--- config.mk ---
export PLATFORM = sky130hd
export DESIGN_NAME = hazard_ctrl_flat
export DESIGN_NICKNAME = d
export VERILOG_FILES = /design/src/rtl/hazard_if.sv /design/src/rtl/hazard_ctrl.sv /design/src/flat_wrapper.sv
export SDC_FILE = /design/constraint.sdc
export NUM_CORES = 1
export LEC_CHECK = 0
export ABC_AREA = 1
export CORE_ASPECT_RATIO = 1.5
export CORE_MARGIN = 2
export CORE_UTILIZATION = 38
export CTS_BUF_LIST = sky130_fd_sc_hd__clkbuf_16
export DETAILED_ROUTE_END_ITERATION = 10
export PLACE_DENSITY = 0.87
export SLEW_MARGIN = 20
export SYNTH_ARGS = -nofsm -noshare
export SYNTH_HDL_FRONTEND = slang
export SYNTH_SLANG_ARGS = --single-unit
--- constraint.sdc ---
create_clock -name clk -period 2.75 [get_ports clk]
set_clock_uncertainty 0.1 [all_clocks]
set_input_delay 0.6875 -clock clk [delete_from_list [all_inputs] [get_ports clk]]
set_output_delay 0.6875 -clock clk [all_outputs]
set_load 0.05 [all_outputs]
--- src/rtl/hazard_if.sv ---
// Bundle of hazard-unit signals between the datapath (master) and hazard_ctrl (slave).
// The stats outputs are always present; they read zero unless HAZARD_STATS_EN is defined.
interface hazard_if #(
  parameter int REG_AW = 5
);
  logic [1:0]        branch_jump;
  logic [REG_AW-1:0] id_rs;
  logic [REG_AW-1:0] id_rt;
  logic              id_uses_rs;
  logic              id_uses_rt;
  logic              id_uses_hilo;
  logic [REG_AW-1:0] ex_rs;
  logic [REG_AW-1:0] ex_rt;
  logic [REG_AW-1:0] ex_rd;
  logic              ex_memread;
  logic              ex_md_start;
  logic [REG_AW-1:0] mem_rd;
  logic              mem_regwrite;
  logic [REG_AW-1:0] wb_rd;
  logic              wb_regwrite;

  logic              stall;
  logic              bubble_ex;
  logic              flush;
  logic [1:0]        fwd_a;
  logic [1:0]        fwd_b;
  logic              md_busy;
  logic [15:0]       stall_cycles;
  logic [15:0]       flush_events;

  modport master (
    output branch_jump, id_rs, id_rt, id_uses_rs, id_uses_rt, id_uses_hilo,
           ex_rs, ex_rt, ex_rd, ex_memread, ex_md_start,
           mem_rd, mem_regwrite, wb_rd, wb_regwrite,
    input  stall, bubble_ex, flush, fwd_a, fwd_b, md_busy,
           stall_cycles, flush_events
  );

  modport slave (
    input  branch_jump, id_rs, id_rt, id_uses_rs, id_uses_rt, id_uses_hilo,
           ex_rs, ex_rt, ex_rd, ex_memread, ex_md_start,
           mem_rd, mem_regwrite, wb_rd, wb_regwrite,
    output stall, bubble_ex, flush, fwd_a, fwd_b, md_busy,
           stall_cycles, flush_events
  );
endinterface

--- src/rtl/hazard_ctrl.sv ---
// Clocked hazard unit for the 5-stage MIPS core: forwarding, load-use stall, multi-cycle flush,
// mult/div busy interlock. Optional stall/flush statistics counters under macro HAZARD_STATS_EN.
module hazard_ctrl #(
  parameter int REG_AW      = 5,
  parameter int FLUSH_DEPTH = 1,
  parameter int MD_LAT      = 4
) (
  input  logic     clk,
  input  logic     rst_n,
  hazard_if.slave  hz
);

  localparam logic [REG_AW-1:0] REG_ZERO   = '0;
  localparam logic [2:0]        FLUSH_LOAD = 3'(FLUSH_DEPTH - 1);
  localparam logic [3:0]        MD_LOAD    = 4'(MD_LAT - 1);

  typedef enum logic {
    MD_IDLE = 1'b0,
    MD_BUSY = 1'b1
  } md_state_e;

  md_state_e  md_state_q, md_state_d;
  logic [3:0] mcnt_q, mcnt_d;
  logic [2:0] fcnt_q, fcnt_d;

  logic       redirect;
  logic       flush_raw;
  logic       lu;
  logic       md_busy_raw;
  logic       stall_raw;
  logic [1:0] fwd_a_raw;
  logic [1:0] fwd_b_raw;

  // MEM beats WB so the youngest producer wins; r0 is hard-wired and never forwarded.
  function automatic logic [1:0] fwd_sel(
    input logic [REG_AW-1:0] src,
    input logic              mem_we,
    input logic [REG_AW-1:0] mem_dst,
    input logic              wb_we,
    input logic [REG_AW-1:0] wb_dst
  );
    if (mem_we && mem_dst != REG_ZERO && mem_dst == src) return 2'b10;
    if (wb_we && wb_dst != REG_ZERO && wb_dst == src)    return 2'b01;
    return 2'b00;
  endfunction

  assign fwd_a_raw = fwd_sel(hz.ex_rs, hz.mem_regwrite, hz.mem_rd, hz.wb_regwrite, hz.wb_rd);
  assign fwd_b_raw = fwd_sel(hz.ex_rt, hz.mem_regwrite, hz.mem_rd, hz.wb_regwrite, hz.wb_rd);

  assign redirect = (hz.branch_jump != 2'd0);
  assign lu = hz.ex_memread && (hz.ex_rd != REG_ZERO) &&
              ((hz.id_uses_rs && hz.ex_rd == hz.id_rs) ||
               (hz.id_uses_rt && hz.ex_rd == hz.id_rt));

  assign flush_raw   = redirect || (fcnt_q != 3'd0);
  assign md_busy_raw = (md_state_q == MD_BUSY);
  // A stalled instruction under flush is wrong-path, so flush wins.
  assign stall_raw   = (lu || (md_busy_raw && hz.id_uses_hilo)) && !flush_raw;

  // NOTE: every signal assigned in always_comb gets a default first; otherwise a missed
  // branch leaves it holding its old value and synthesis infers a latch.
  always_comb begin
    fcnt_d = fcnt_q;
    if (redirect) begin
      fcnt_d = FLUSH_LOAD;
    end else if (fcnt_q != 3'd0) begin
      fcnt_d = fcnt_q - 3'd1;
    end
  end

  always_comb begin
    md_state_d = md_state_q;
    mcnt_d     = mcnt_q;
    case (md_state_q)
      MD_IDLE: begin
        if (hz.ex_md_start) begin
          md_state_d = MD_BUSY;
          mcnt_d     = MD_LOAD;
        end
      end
      MD_BUSY: begin
        if (mcnt_q == 4'd0) begin
          md_state_d = MD_IDLE;
        end else begin
          mcnt_d = mcnt_q - 4'd1;
        end
      end
      default: md_state_d = MD_IDLE;
    endcase
  end

  // NOTE: sequential state uses non-blocking assignments so every flop samples the
  // pre-edge values regardless of statement order.
  always_ff @(posedge clk) begin
    if (!rst_n) begin
      fcnt_q     <= 3'd0;
      mcnt_q     <= 4'd0;
      md_state_q <= MD_IDLE;
    end else begin
      fcnt_q     <= fcnt_d;
      mcnt_q     <= mcnt_d;
      md_state_q <= md_state_d;
    end
  end

  // Outputs are held low for as long as reset is asserted.
  assign hz.flush     = rst_n & flush_raw;
  assign hz.stall     = rst_n & stall_raw;
  assign hz.bubble_ex = rst_n & stall_raw;
  assign hz.md_busy   = rst_n & md_busy_raw;
  assign hz.fwd_a     = rst_n ? fwd_a_raw : 2'b00;
  assign hz.fwd_b     = rst_n ? fwd_b_raw : 2'b00;

`ifdef HAZARD_STATS_EN
  logic [15:0] stall_cnt_q, stall_cnt_d;
  logic [15:0] flush_cnt_q, flush_cnt_d;

  always_comb begin
    stall_cnt_d = stall_cnt_q;
    flush_cnt_d = flush_cnt_q;
    if (stall_raw && stall_cnt_q != 16'hFFFF) stall_cnt_d = stall_cnt_q + 16'd1;
    if (redirect && flush_cnt_q != 16'hFFFF)  flush_cnt_d = flush_cnt_q + 16'd1;
  end

  always_ff @(posedge clk) begin
    if (!rst_n) begin
      stall_cnt_q <= 16'd0;
      flush_cnt_q <= 16'd0;
    end else begin
      stall_cnt_q <= stall_cnt_d;
      flush_cnt_q <= flush_cnt_d;
    end
  end

  assign hz.stall_cycles = rst_n ? stall_cnt_q : 16'd0;
  assign hz.flush_events = rst_n ? flush_cnt_q : 16'd0;
`else
  assign hz.stall_cycles = 16'd0;
  assign hz.flush_events = 16'd0;
`endif

endmodule

--- src/flat_wrapper.sv ---
// flat-port wrapper written by rule: the top's interface ports become plain ports
module hazard_ctrl_flat 
#(
  parameter int REG_AW      = 5,
  parameter int FLUSH_DEPTH = 1,
  parameter int MD_LAT      = 4
)
  (clk, rst_n, hz_branch_jump, hz_id_rs, hz_id_rt, hz_id_uses_rs, hz_id_uses_rt, hz_id_uses_hilo, hz_ex_rs, hz_ex_rt, hz_ex_rd, hz_ex_memread, hz_ex_md_start, hz_mem_rd, hz_mem_regwrite, hz_wb_rd, hz_wb_regwrite, hz_stall, hz_bubble_ex, hz_flush, hz_fwd_a, hz_fwd_b, hz_md_busy, hz_stall_cycles, hz_flush_events);
  hazard_if #(.REG_AW(REG_AW)) hz_i ();
  input  logic clk;
  input  logic rst_n;
  input wire logic [$bits(hz_i.branch_jump)-1:0] hz_branch_jump;
  input wire logic [$bits(hz_i.id_rs)-1:0] hz_id_rs;
  input wire logic [$bits(hz_i.id_rt)-1:0] hz_id_rt;
  input wire logic [$bits(hz_i.id_uses_rs)-1:0] hz_id_uses_rs;
  input wire logic [$bits(hz_i.id_uses_rt)-1:0] hz_id_uses_rt;
  input wire logic [$bits(hz_i.id_uses_hilo)-1:0] hz_id_uses_hilo;
  input wire logic [$bits(hz_i.ex_rs)-1:0] hz_ex_rs;
  input wire logic [$bits(hz_i.ex_rt)-1:0] hz_ex_rt;
  input wire logic [$bits(hz_i.ex_rd)-1:0] hz_ex_rd;
  input wire logic [$bits(hz_i.ex_memread)-1:0] hz_ex_memread;
  input wire logic [$bits(hz_i.ex_md_start)-1:0] hz_ex_md_start;
  input wire logic [$bits(hz_i.mem_rd)-1:0] hz_mem_rd;
  input wire logic [$bits(hz_i.mem_regwrite)-1:0] hz_mem_regwrite;
  input wire logic [$bits(hz_i.wb_rd)-1:0] hz_wb_rd;
  input wire logic [$bits(hz_i.wb_regwrite)-1:0] hz_wb_regwrite;
  output wire logic [$bits(hz_i.stall)-1:0] hz_stall;
  output wire logic [$bits(hz_i.bubble_ex)-1:0] hz_bubble_ex;
  output wire logic [$bits(hz_i.flush)-1:0] hz_flush;
  output wire logic [$bits(hz_i.fwd_a)-1:0] hz_fwd_a;
  output wire logic [$bits(hz_i.fwd_b)-1:0] hz_fwd_b;
  output wire logic [$bits(hz_i.md_busy)-1:0] hz_md_busy;
  output wire logic [$bits(hz_i.stall_cycles)-1:0] hz_stall_cycles;
  output wire logic [$bits(hz_i.flush_events)-1:0] hz_flush_events;
  assign hz_i.branch_jump = hz_branch_jump;
  assign hz_i.id_rs = hz_id_rs;
  assign hz_i.id_rt = hz_id_rt;
  assign hz_i.id_uses_rs = hz_id_uses_rs;
  assign hz_i.id_uses_rt = hz_id_uses_rt;
  assign hz_i.id_uses_hilo = hz_id_uses_hilo;
  assign hz_i.ex_rs = hz_ex_rs;
  assign hz_i.ex_rt = hz_ex_rt;
  assign hz_i.ex_rd = hz_ex_rd;
  assign hz_i.ex_memread = hz_ex_memread;
  assign hz_i.ex_md_start = hz_ex_md_start;
  assign hz_i.mem_rd = hz_mem_rd;
  assign hz_i.mem_regwrite = hz_mem_regwrite;
  assign hz_i.wb_rd = hz_wb_rd;
  assign hz_i.wb_regwrite = hz_wb_regwrite;
  assign hz_stall = hz_i.stall;
  assign hz_bubble_ex = hz_i.bubble_ex;
  assign hz_flush = hz_i.flush;
  assign hz_fwd_a = hz_i.fwd_a;
  assign hz_fwd_b = hz_i.fwd_b;
  assign hz_md_busy = hz_i.md_busy;
  assign hz_stall_cycles = hz_i.stall_cycles;
  assign hz_flush_events = hz_i.flush_events;
  hazard_ctrl #(.REG_AW(REG_AW), .FLUSH_DEPTH(FLUSH_DEPTH), .MD_LAT(MD_LAT)) u_core (.clk(clk), .rst_n(rst_n), .hz(hz_i));
endmodule
-- Yosys cells after proc, flatten, opt, wreduce, memory -nomap -nowiden
Index checks and enable logic that the tools add are counted.
Widths: inputs -> output; s select.
- flip-flop bits (word level): 8
- bits of input ports: 46
- output and inout bits: 40
- word-level logic and storage cells: 64
- $add $sub $neg: 2
- eq/ne operators: 8
- multiplexer cells: 22
- bitwise logic cells: 5
- reduce and logical (&&, ||, !) cells: 24
- operators with widths (cell ; number):
    $eq 5x5->1 ; 6
    $mux 2 ; 10
    $reduce_bool 5->1 ; 3
    $logic_and 1x1->1 ; 12
    $mux 1 ; 8
    $mux 4 ; 2
    $pmux 4 s2 ; 1
    $logic_not 4->1 ; 1
    $ne 2x2->1 const B ; 2
    $sub 4x1->4 const B ; 1
    $and 1x1->1 ; 3
    $logic_or 1x1->1 ; 3
    $reduce_bool 3->1 ; 1
    $sub 3x1->3 const B ; 1
    $not 1->1 ; 2
    $pmux 1 s2 ; 1
    $reduce_and 2->1 ; 1
    $reduce_bool 2->1 ; 1
    $reduce_or 2->1 ; 1
    $logic_not 1->1 ; 1

-- Longest topological paths before layout
Gate-level depths: netlist (run 1).
- depth after elaboration: 8
- mapped depth: 10
- gate-level depth less buffers: 10

-- Least setup slack after synthesis (run 1)
Ideal clock, no wire load.
- path kind: input-to-output
- start point: input port hz_ex_rd[0]
- end point: output port hz_stall
- arrival time: 2.208 ns
- data required time: 1.962 ns
- path slack: -0.246 ns
- cell stages on the path: 9
- path buffers: 1
- cells stage by stage: inv_1 nand2_1 nand2_1 nor2_1 nand3_1 nand2_1 nand2_1 a21oi_1 buf_4
- word-level cells in the longest chain between the ends: 7
- elaborated cells between the ends (all ways): 11
- those cells by class: eq/ne: 2; bitwise: 1; reduce/logical: 8
- RTL lines (what ; line ; RTL):
    start: declaration ; flat_wrapper.sv:20 ; input wire logic [$bits(hz_i.ex_rd)-1:0] hz_ex_rd;
    $eq 5x5->1, on equally long branches ; hazard_ctrl.sv:52, hazard_ctrl.sv:53 ;
    $logic_and 1x1->1, on equally long branches ; hazard_ctrl.sv:52, hazard_ctrl.sv:53 ;
    $logic_or 1x1->1 ; hazard_ctrl.sv:52 ; ((hz.id_uses_rs && hz.ex_rd == hz.id_rs) ||
    $logic_and 1x1->1 * ; hazard_ctrl.sv:51 ; assign lu = hz.ex_memread && (hz.ex_rd != REG_ZERO) &&
    $logic_or 1x1->1 * ; hazard_ctrl.sv:58 ; assign stall_raw = (lu || (md_busy_raw && hz.id_uses_hilo)) && !flush_raw;
    $logic_and 1x1->1 * ; hazard_ctrl.sv:58 ;
    $and 1x1->1 * ; -- ;
    end: declaration ; flat_wrapper.sv:27 ; output wire logic [$bits(hz_i.stall)-1:0] hz_stall;
Mark *: on every way between the ends. The rest lies on a longest branch, timed or not.

-- Worst setup path after layout (run 1)
- start point: input port hz_ex_rs[2]
- end point: output port hz_fwd_a[0]
- word-level cells in the longest chain between the ends: 7
- elaborated cells between the ends (all ways): 11
- those cells by class: eq/ne: 2; mux: 7; reduce/logical: 2
- RTL lines (what ; line ; RTL):
    start: declaration ; flat_wrapper.sv:18 ; input wire logic [$bits(hz_i.ex_rs)-1:0] hz_ex_rs;
    $eq 5x5->1 ; hazard_ctrl.sv:43 ; if (wb_we && wb_dst != REG_ZERO && wb_dst == src) return 2'b01;
    $logic_and 1x1->1 ; hazard_ctrl.sv:43 ;
    $mux 1 (2 in a row) ; hazard_ctrl.sv:43 ;
    $mux 2 ; hazard_ctrl.sv:44 ; return 2'b00;
    $mux 2 * ; hazard_ctrl.sv:43 ;
    $mux 2 * ; hazard_ctrl.sv:111 ; assign hz.fwd_a = rst_n ? fwd_a_raw : 2'b00;
    end: declaration ; flat_wrapper.sv:30 ; output wire logic [$bits(hz_i.fwd_a)-1:0] hz_fwd_a;
Mark *: on every way between the ends. The rest lies on a longest branch, timed or not. The select of a mux whose other input is x is not followed.

==> summary.txt, run 1 <==
Outcome
  – Status: finished, final reports clean

Worst setup path
  – CP max stage cell: clkdlybuf4s50_1
  – Crit path arrival time: ~1.9 ns
  – Crit path kind: input port to output port
  – Critical path endpoint category: output port
  – Sequence of cells on the critical path: clkdlybuf4s50_1 > xor2_1 > nor2_2 > nand3_2 > inv_2 > nor2_4 > buf_12
  – Worst-path maximum fanout: 2
  – Max stage delay on crit path: between 0.5 and 0.6 ns
  – CP required: just under 2 ns
  – Crit start category: input port

Yosys
  – Largest family of logic cells by synthesized area: buffers and inverters
  – Synth Area in Compound Gates: 0.0867
  – Post-synthesis adder-cell area fraction: 0.0313
  – Area contributors post-synth: buf_4, nand2_1, dfxtp_1
  – Netlist cell types: 18
  – Synth warn: 0
  – FF+latch count, synth: 8
  – Cell Area, Synth: ~1200 µm²
  – Avg Cell Area, Syn: roughly 5.9 µm²
  – Synth area leader: buf_4
  – Post-synth top flop: dfxtp_1
  – Synth Area in XOR/XNOR: 0.146
  – Post-synthesis mux area share: 0
  – Post-synth ARST share: 0
  – Post-synth EDFFs: 0
  – Simple-Gate Fraction of Synth Area: 0.292
  – Yosys top cell area share: 0.207
  – Post-synthesis cell count: 203
  – Seq/Total Area, Yosys: 0.134

Timing
  – Final hold viol count: 0
  – Period Utilization, post-route: 0.984
  – Tmin final: about 2.7 ns
  – Fmax: between 300 and 400 MHz
  – Fin Hold WS: about 0.36 ns
  – Slew Viols, Final: 0
  – # setup viols final: 0

Final layout
  – Layout area overhead: 59.5%
  – Leading cell type in the layout, fill and taps excluded: nand2_1
  – Finished Layout Cells: 302
  – Ratio of cells with drive above 1 in the final layout: 0.134
  – Commonest cells after routing, fill and taps aside: nand2_1, conb_1, inv_1
  – # diodes: 0
  – Final Cell Area: 1910 µm²
  – Nets: around 310

Floorplanning
  – Die Area: 3630 µm²
  – Site Rows: 25
  – Chip Width: roughly 50 µm
  – Io pins: 86
  – Starting Density: 0.391
  – Vert. Die Dim: between 70 and 80 µm
  – Core Region: just over 3000 µm²

GRT
  – Antenna violations before repair: 0
  – Pin count of the biggest net entering global routing: 8
  – Grt total ovfl: 0
  – Gr usage total: 0.167
  – Number of global-route vias before repair: between 1000 and 1500
  – First-pass GRT wire length: between 4 and 5 mm

CTS
  – Cts hold-fix bufs: 0
  – CTS Buf Count: 3
  – H-tree levels: 1
  – Later-pin clock latency in the skew report: roughly 0.23 ns
  – TritonCTS clock tree: done
  – Clock Tree Root: clkbuf_16
  – CTS max path bufs: 2
  – Clock Pin Slew Worst Setup and Hold Paths: ~0.03 ns
  – Clock Sinks: 8

Placed design
  – Placed cells: 299
  – Port-buffer cells: 53
  – DP Area: roughly 1800 µm²
  – RePlAce Congestion: around 0.83
  – DP Wirelength: ~2.6 mm

Detailed routing
  – Initial DRC Count: 19
  – Pre-antenna DRT Iters: 4
  – DR vias: 1284
  – Drt via density: roughly 4.3
  – DR WL/cell: a little over 10 µm
  – DRC Markers: 0
  – Drt total wl: just over 3 mm
  – DRT antenna net count: 0

Power
  – PD cells: ~350 nW/µm²
  – VDD IR max: around 0.26 mV
  – Leakage: 1.07 nW

Hold path
  – Worst min path class: flop to flop

Job
  – Maximum Capacitance Violations: 0
-- registers in the layout, indices dropped and copies added, names as in the netlist --
signal and flops:
u_core.mcnt_q 4, u_core.fcnt_q 3, u_core.md_busy_raw 1
-- path summary, 6_finish.rpt --
kind / start / end / slack [ns] / cells past startpoint
worst max-delay path: hz_ex_rs[2] / hz_fwd_a[0] / 0.05 / 7
worst min-delay path: u_core.mcnt_q[3] / u_core.mcnt_q[3] / 0.36 / 2
worst max register to register: u_core.mcnt_q[0] / u_core.mcnt_q[2] / 1.25 / 10
worst min register to register: u_core.mcnt_q[3] / u_core.mcnt_q[3] / 0.36 / 2
-- layer usage --
layer	wire length (µm)	GRT usage
met1	976	0.139
met2	1860	0.350
met3	192	0.0410
met4	86	0.0833
met5	0	0
-- logic make-up (layout without fill, tap and decap cells) --
logic type	Yosys count	in the layout
AND/OR/NAND/NOR	88	88
buffers and inverters	65	93
XOR/XNOR	20	20
AO/OA/AOI/OAI	18	18
flip-flops	8	8
adder cells (fa/ha/maj)	3	3
other	1	32
-- final cells by class --
| cell class | count | area, µm² |
|---|---|---|
| Fill cell | 288 | 1160 |
| Timing Repair Buffer | 58 | 652 |
| Clock buffer | 3 | 75.1 |
| Sequential cell | 8 | 160 |
| Tap cell | 40 | 50.0 |
| Multi-Input combinational cell | 161 | 852 |
| Inverter | 32 | 120 |
-- worst max-delay path: cells and delay by family --
| family | cells | cell delay (ns) |
|---|---|---|
| buffers and inverters | 3 | 0.71 |
| xor gates and xnor gates | 1 | 0.20 |
| and+or+nand+nor | 3 | 0.31 |
-- repair_timing --
action | 4_1_cts | 5_1_grt
buffers inserted | 0 | 0
endpoints found under the setup margin | 6 | 6
pin swaps | 13 | 18
gates resized for setup | 34 | 21
-- synthesized netlist by cell type (3+ instances only) --
master / number
a21oi_1: 8
buf_4: 33
dfxtp_1: 8
ha_1: 3
inv_1: 31
nand2_1: 47
nand3_1: 7
nor2_1: 28
nor3_1: 4
o21ai_0: 8
xnor2_1: 9
xor2_1: 11
-- report_power, final --
part           switching (W)  leakage (nW)  total, W  internal, W
Sequential        0.00000388        0.0654  0.000127     0.000123
Combinational       0.000198         0.963  0.000298     0.000100
Clock              0.0000578        0.0370  0.000245     0.000187
-- metrics by stage --
stage | setup WS (ns) | setup TNS, ns | util | power, W
2_1_floorplan | 0.0601 | 0 | - | 0.000352
3_3_place_gp | -0.139 | -0.612 | 0.577 | 0.000424
3_5_place_dp | -0.172 | -0.789 | 0.577 | 0.000429
4_1_cts | -0.00343 | -0.00343 | 0.604 | 0.000673
5_1_grt | -0.0113 | -0.0113 | 0.623 | 0.000704
6_report | 0.0453 | 0 | 0.623 | 0.000671
Power figures use the tool's default switching activity.
==> run 2, diff against run 1 <==
--- a/config.mk
+++ b/config.mk
@@ -16,3 +16,4 @@
 export SYNTH_ARGS = -nofsm -noshare
 export SYNTH_HDL_FRONTEND = slang
 export SYNTH_SLANG_ARGS = --single-unit
+export TNS_END_PERCENT = 20
==> summary.txt, run 2 (synthesis results as in run 1) <==
Placed design
  – Port-buffer cells: 53
  – RePlAce Congestion: about 0.83
  – DP Wirelength: 2.57 mm

Detailed routing
  – Pre-antenna DRT Iters: 4
  – Initial DRC Count: 19
  – DR vias: between 1000 and 1500
  – DR WL/cell: 10.4 µm
  – Drt total wl: 3.14 mm
  – DRC Markers: 0
  – Drt via density: 4.23
  – DRT antenna net count: 0

CTS
  – CTS Buf Count: 3
  – CTS max path bufs: 2
  – Clock Pin Slew Worst Setup and Hold Paths: 0.04 ns
  – H-tree levels: 1
  – TritonCTS clock tree: done
  – Later-pin clock latency in the skew report: 0.23 ns
  – Post-CTS Setup Bufs: 0
  – Clock Sinks: 8
  – Clock Tree Root: clkbuf_16

Worst setup path
  – CP required: between 1.5 and 2 ns
  – Crit start category: input port
  – Critical path endpoint category: output port
  – R2r setup slk: 1.25 ns
  – Crit Reg-Reg Endpoint: u_core.mcnt_q[2]
  – Worst-case reg-to-reg path depth: 10
  – Reg2reg start: u_core.mcnt_q[0]
  – Crit path arrival time: 1.94 ns
  – Crit path kind: input port to output port
  – Worst-path maximum fanout: 2

Outcome
  – Status: finished, final reports clean

Floorplanning
  – Core Region: around 3100 µm²
  – Starting Density: 0.391
  – Io pins: 86
  – Vert. Die Dim: approximately 73 µm
  – Die Area: 3630 µm²
  – Chip Width: 49.8 µm
  – Site Rows: 25

Hold path
  – Hold EP: u_core.mcnt_q[3]
  – Hold depth: 2
  – Hold Crit Start: u_core.mcnt_q[3]
  – Worst min path class: flop to flop

Final layout
  – Final Util: 0.626
  – Commonest cells after routing, fill and taps aside: nand2_1, conb_1, inv_1
  – Ratio of cells with drive above 1 in the final layout: 0.137
  – Max reg flops: 4
  – Fill cells: about 280
  – # diodes: 0
  – Nets: about 310
  – Leading cell type in the layout, fill and taps excluded: nand2_1
  – Top reg by flops: u_core.mcnt_q
  – Layout area overhead: 60.3%

Power
  – Clk pwr share: 0.364
  – P_int: approximately 0.00041 W
  – VDD IR max: ~0.26 mV
  – NetSw: about 0.00026 W
  – PnR Total Power: 0.000676 W
  – Net Sw Frac: 0.387
  – Flop pwr share: 0.188
  – PD cells: ~350 nW/µm²
  – Comb power frac: 0.448
  – Leakage: 1.06 nW

GRT
  – Grt total ovfl: 0
  – Gr usage total: 0.166
  – First-pass GRT wire length: between 4 and 5 mm
  – Number of global-route vias before repair: between 1000 and 1500
  – Antenna violations before repair: 0
  – Pin count of the biggest net entering global routing: 8

Timing
  – Fmax: ~370 MHz
  – Period Utilization, post-route: 0.991
  – Slew Viols, Final: 0
  – Tmin final: around 2.7 ns
  – Final hold viol count: 0
  – RSZ-0062 raised after global routing: true
  – # setup viols final: 0
  – Fin Hold WS: 0.360 ns

Job
  – Maximum Capacitance Violations: 0
run 2: area by class of cell:
| cell class | instances | area [µm²] | share of cell area |
|---|---|---|---|
| Timing Repair Buffer | 58 | 657 | 0.342 |
| Tap cell | 40 | 50.0 | 0.0261 |
| Sequential cell | 8 | 160 | 0.0834 |
| Multi-Input combinational cell | 161 | 857 | 0.447 |
| Clock buffer | 3 | 75.1 | 0.0391 |
| Inverter | 32 | 120 | 0.0626 |
run 2: routing by layer:
layer	wire, µm	up-vias	GRT usage
met4	56	0	0.0833
met2	1880	52	0.344
met1	1030	555	0.141
met3	173	5	0.0389
li1	-	666	-
met5	0	-	0
run 2: stage by stage:
step / cells / setup TNS [ns] / setup WS, ns / instance area [µm²]
after floorplan: 234 / 0 / 0.0601 / 1320
after global placement: 299 / -0.612 / -0.139 / 1770
after detailed placement: 299 / -0.789 / -0.172 / 1770
after CTS: 302 / -0.0849 / -0.0289 / 1850
after global routing: 302 / -0.0714 / -0.0243 / 1920
final: 302 / 0 / 0.0234 / 1920
run 2: power groups by stage:
stage	combinational, W	sequential [W]	clock, W
2_1_floorplan	0.000224	0.000128	0
3_3_place_gp	0.000296	0.000129	0
3_5_place_dp	0.000300	0.000129	0
4_1_cts	0.000297	0.000127	0.000250
5_1_grt	0.000327	0.000128	0.000254
6_report	0.000303	0.000127	0.000246
run 2: repair_timing:
item	CTS	global route
pin swaps	8	13
gates resized for setup	28	22
endpoints found under the hold margin	0	0
hold buffers	0	0
endpoints found under the setup margin	6	6
run 2: critical path, cell delays in order:
cell	delay, ns
clkdlybuf4s50_1	0.51
xor2_1	0.21
nor2_2	0.08
nand3_2	0.11
inv_2	0.06
nor2_4	0.13
buf_12	0.14
run 2: worst max-delay path by stage:
stage | start | to | slack (ns) | cells past startpoint
2_1_floorplan | hz_ex_rd[0] | hz_stall | 0.06 | 9
4_1_cts | hz_id_rs[1] | hz_stall | -0.03 | 10
3_3_place_gp | hz_ex_rd[4] | hz_stall | -0.14 | 10
3_5_place_dp | hz_ex_rd[4] | hz_stall | -0.17 | 10
5_1_grt | hz_ex_rs[2] | hz_fwd_a[0] | -0.02 | 7
6_report | hz_ex_rs[2] | hz_fwd_a[0] | 0.02 | 7
==> run 3, diff against run 2 <==
--- a/config.mk
+++ b/config.mk
@@ -7,7 +7,7 @@
 export LEC_CHECK = 0
 export ABC_AREA = 1
 export CORE_ASPECT_RATIO = 1.5
-export CORE_MARGIN = 2
+export CORE_MARGIN = 1
 export CORE_UTILIZATION = 38
 export CTS_BUF_LIST = sky130_fd_sc_hd__clkbuf_16
 export DETAILED_ROUTE_END_ITERATION = 10
==> summary.txt, run 3 (synthesis results as in run 1) <==
Placed design
  – Port-buffer cells: 53
  – RePlAce Congestion: between 0.8 and 0.9
  – Placed cells: roughly 300
  – DP Wirelength: roughly 2.5 mm
  – DP Area: about 1800 µm²

GRT
  – Grt met2 use: 0.365
  – Gr busiest metal: met2
  – Met3 Resource Use GR: 0.0153
  – Grt total ovfl: 0
  – Gr usage total: 0.182
  – First-pass GRT wire length: 4.67 mm
  – Pin count of the biggest net entering global routing: 8
  – GR Util met1: 0.179
  – Number of global-route vias before repair: 1200
  – Antenna violations before repair: 0

Timing
  – Period Utilization, post-route: 0.973
  – Tmin final: 2.68 ns
  – Fmax: ~370 MHz
  – Slew Viols, Final: 0
  – Final hold viol count: 0
  – RSZ-0062 raised after global routing: true
  – Setup TNS: 0 ns
  – # setup viols final: 0

Detailed routing
  – Drt total wl: approximately 2.9 mm
  – DR WL/cell: around 9.7 µm
  – Initial DRC Count: 20
  – DR vias: about 1300
  – Drt via density: 4.25
  – DRT antenna net count: 0
  – Pre-antenna DRT Iters: 4
  – DRC Markers: 0

Worst setup path
  – Critical path endpoint category: output port
  – Crit path arrival time: ~1.9 ns
  – Worst-path maximum fanout: 2
  – Crit path kind: input port to output port
  – CP required: just under 2 ns
  – Crit start category: input port
  – Reg2reg start: u_core.mcnt_q[0]
  – Crit path from: hz_id_uses_rt

Final layout
  – Top reg by flops: u_core.mcnt_q
  – # diodes: 0
  – Layout area overhead: 57.2%
  – Final Cell Area: 1880 µm²
  – Commonest cells after routing, fill and taps aside: nand2_1, conb_1, inv_1
  – Nets: 314
  – Max reg flops: 4
  – Ratio of cells with drive above 1 in the final layout: 0.114
  – Finished Layout Cells: between 300 and 400
  – Final Util: 0.639
  – Leading cell type in the layout, fill and taps excluded: nand2_1

CTS
  – Clock Sinks: 8
  – Clock Tree Root: clkbuf_16
  – CTS Buf Count: 3
  – Later-pin clock latency in the skew report: between 0.2 and 0.25 ns
  – Post-CTS Setup Bufs: 0
  – Clock Pin Slew Worst Setup and Hold Paths: 0.04 ns
  – TritonCTS clock tree: done
  – H-tree levels: 1
  – Cts hold-fix bufs: 0
  – CTS max path bufs: 2

Floorplanning
  – Chip Width: about 48 µm
  – Starting Density: 0.407
  – Site Rows: 24
  – Io pins: 86
  – Die Area: between 3000 and 4000 µm²
  – Vert. Die Dim: between 70 and 80 µm
  – Core Region: approximately 3000 µm²

Hold path
  – Worst min path class: flop to flop
  – Hold Crit Start: u_core.mcnt_q[3]

Power
  – VDD IR max: around 0.27 mV
  – PD cells: about 360 nW/µm²
  – Leakage: approximately 1.1 nW

Outcome
  – Status: finished, final reports clean

Job
  – Maximum Capacitance Violations: 0
run 3: cell type report:
type | count | area (µm²)
clock buffer | 3 | 75.1
fill | 282 | 1060
inverter | 32 | 120
multi-input combinational | 161 | 825
sequential | 8 | 160
tap | 39 | 48.8
timing repair buffer | 59 | 653
run 3: power by group:
| part | total [W] | switching [W] | internal [W] |
|---|---|---|---|
| Clock | 0.000251 | 0.0000626 | 0.000188 |
| Combinational | 0.000294 | 0.000194 | 0.000100 |
| Sequential | 0.000128 | 0.00000429 | 0.000123 |
| Total | 0.000672 | 0.000261 | 0.000411 |
run 3: path summary, 6_finish.rpt:
| check | end | slack [ns] | cells after the start |
|---|---|---|---|
| setup / recovery | hz_stall | 0.07 | 8 |
| hold / removal | u_core.mcnt_q[3] | 0.36 | 2 |
| setup reg to reg | u_core.mcnt_q[3] | 1.22 | 10 |
| hold reg to reg | u_core.mcnt_q[3] | 0.36 | 2 |
run 3: what timing repair did:
item	CTS	global route
endpoints found under the hold margin	0	0
endpoints found under the setup margin	6	6
pin swaps	10	8
resized for setup	33	14
run 3: critical path: stages:
cell and delay [ns]:
clkdlybuf4s50_1 0.45, nand2_1 0.05, nor2_1 0.10, nand3_1 0.08
nand2_1 0.08, nand2_2 0.07, a21oi_4 0.20, buf_12 0.16
run 3: routing by layer:
metal | routed length [µm] | vias up | share of wire
met1 | 998 | 561 | 0.34
met4 | 36 | 0 | 0.012
met2 | 1740 | 54 | 0.60
li1 | - | 667 | -
met3 | 148 | 3 | 0.051
met5 | 0 | - | 0
run 3: through the flow:
stage / setup WS [ns] / total power [W] / hold slack (ns)
global route: -0.00123 / 0.000705 / 0.390
finish: 0.0733 / 0.000672 / 0.365
floorplan: 0.0601 / 0.000352 / 0.339
detailed placement: -0.199 / 0.000430 / 0.350
global placement: -0.178 / 0.000425 / 0.346
CTS: -0.00656 / 0.000674 / 0.364
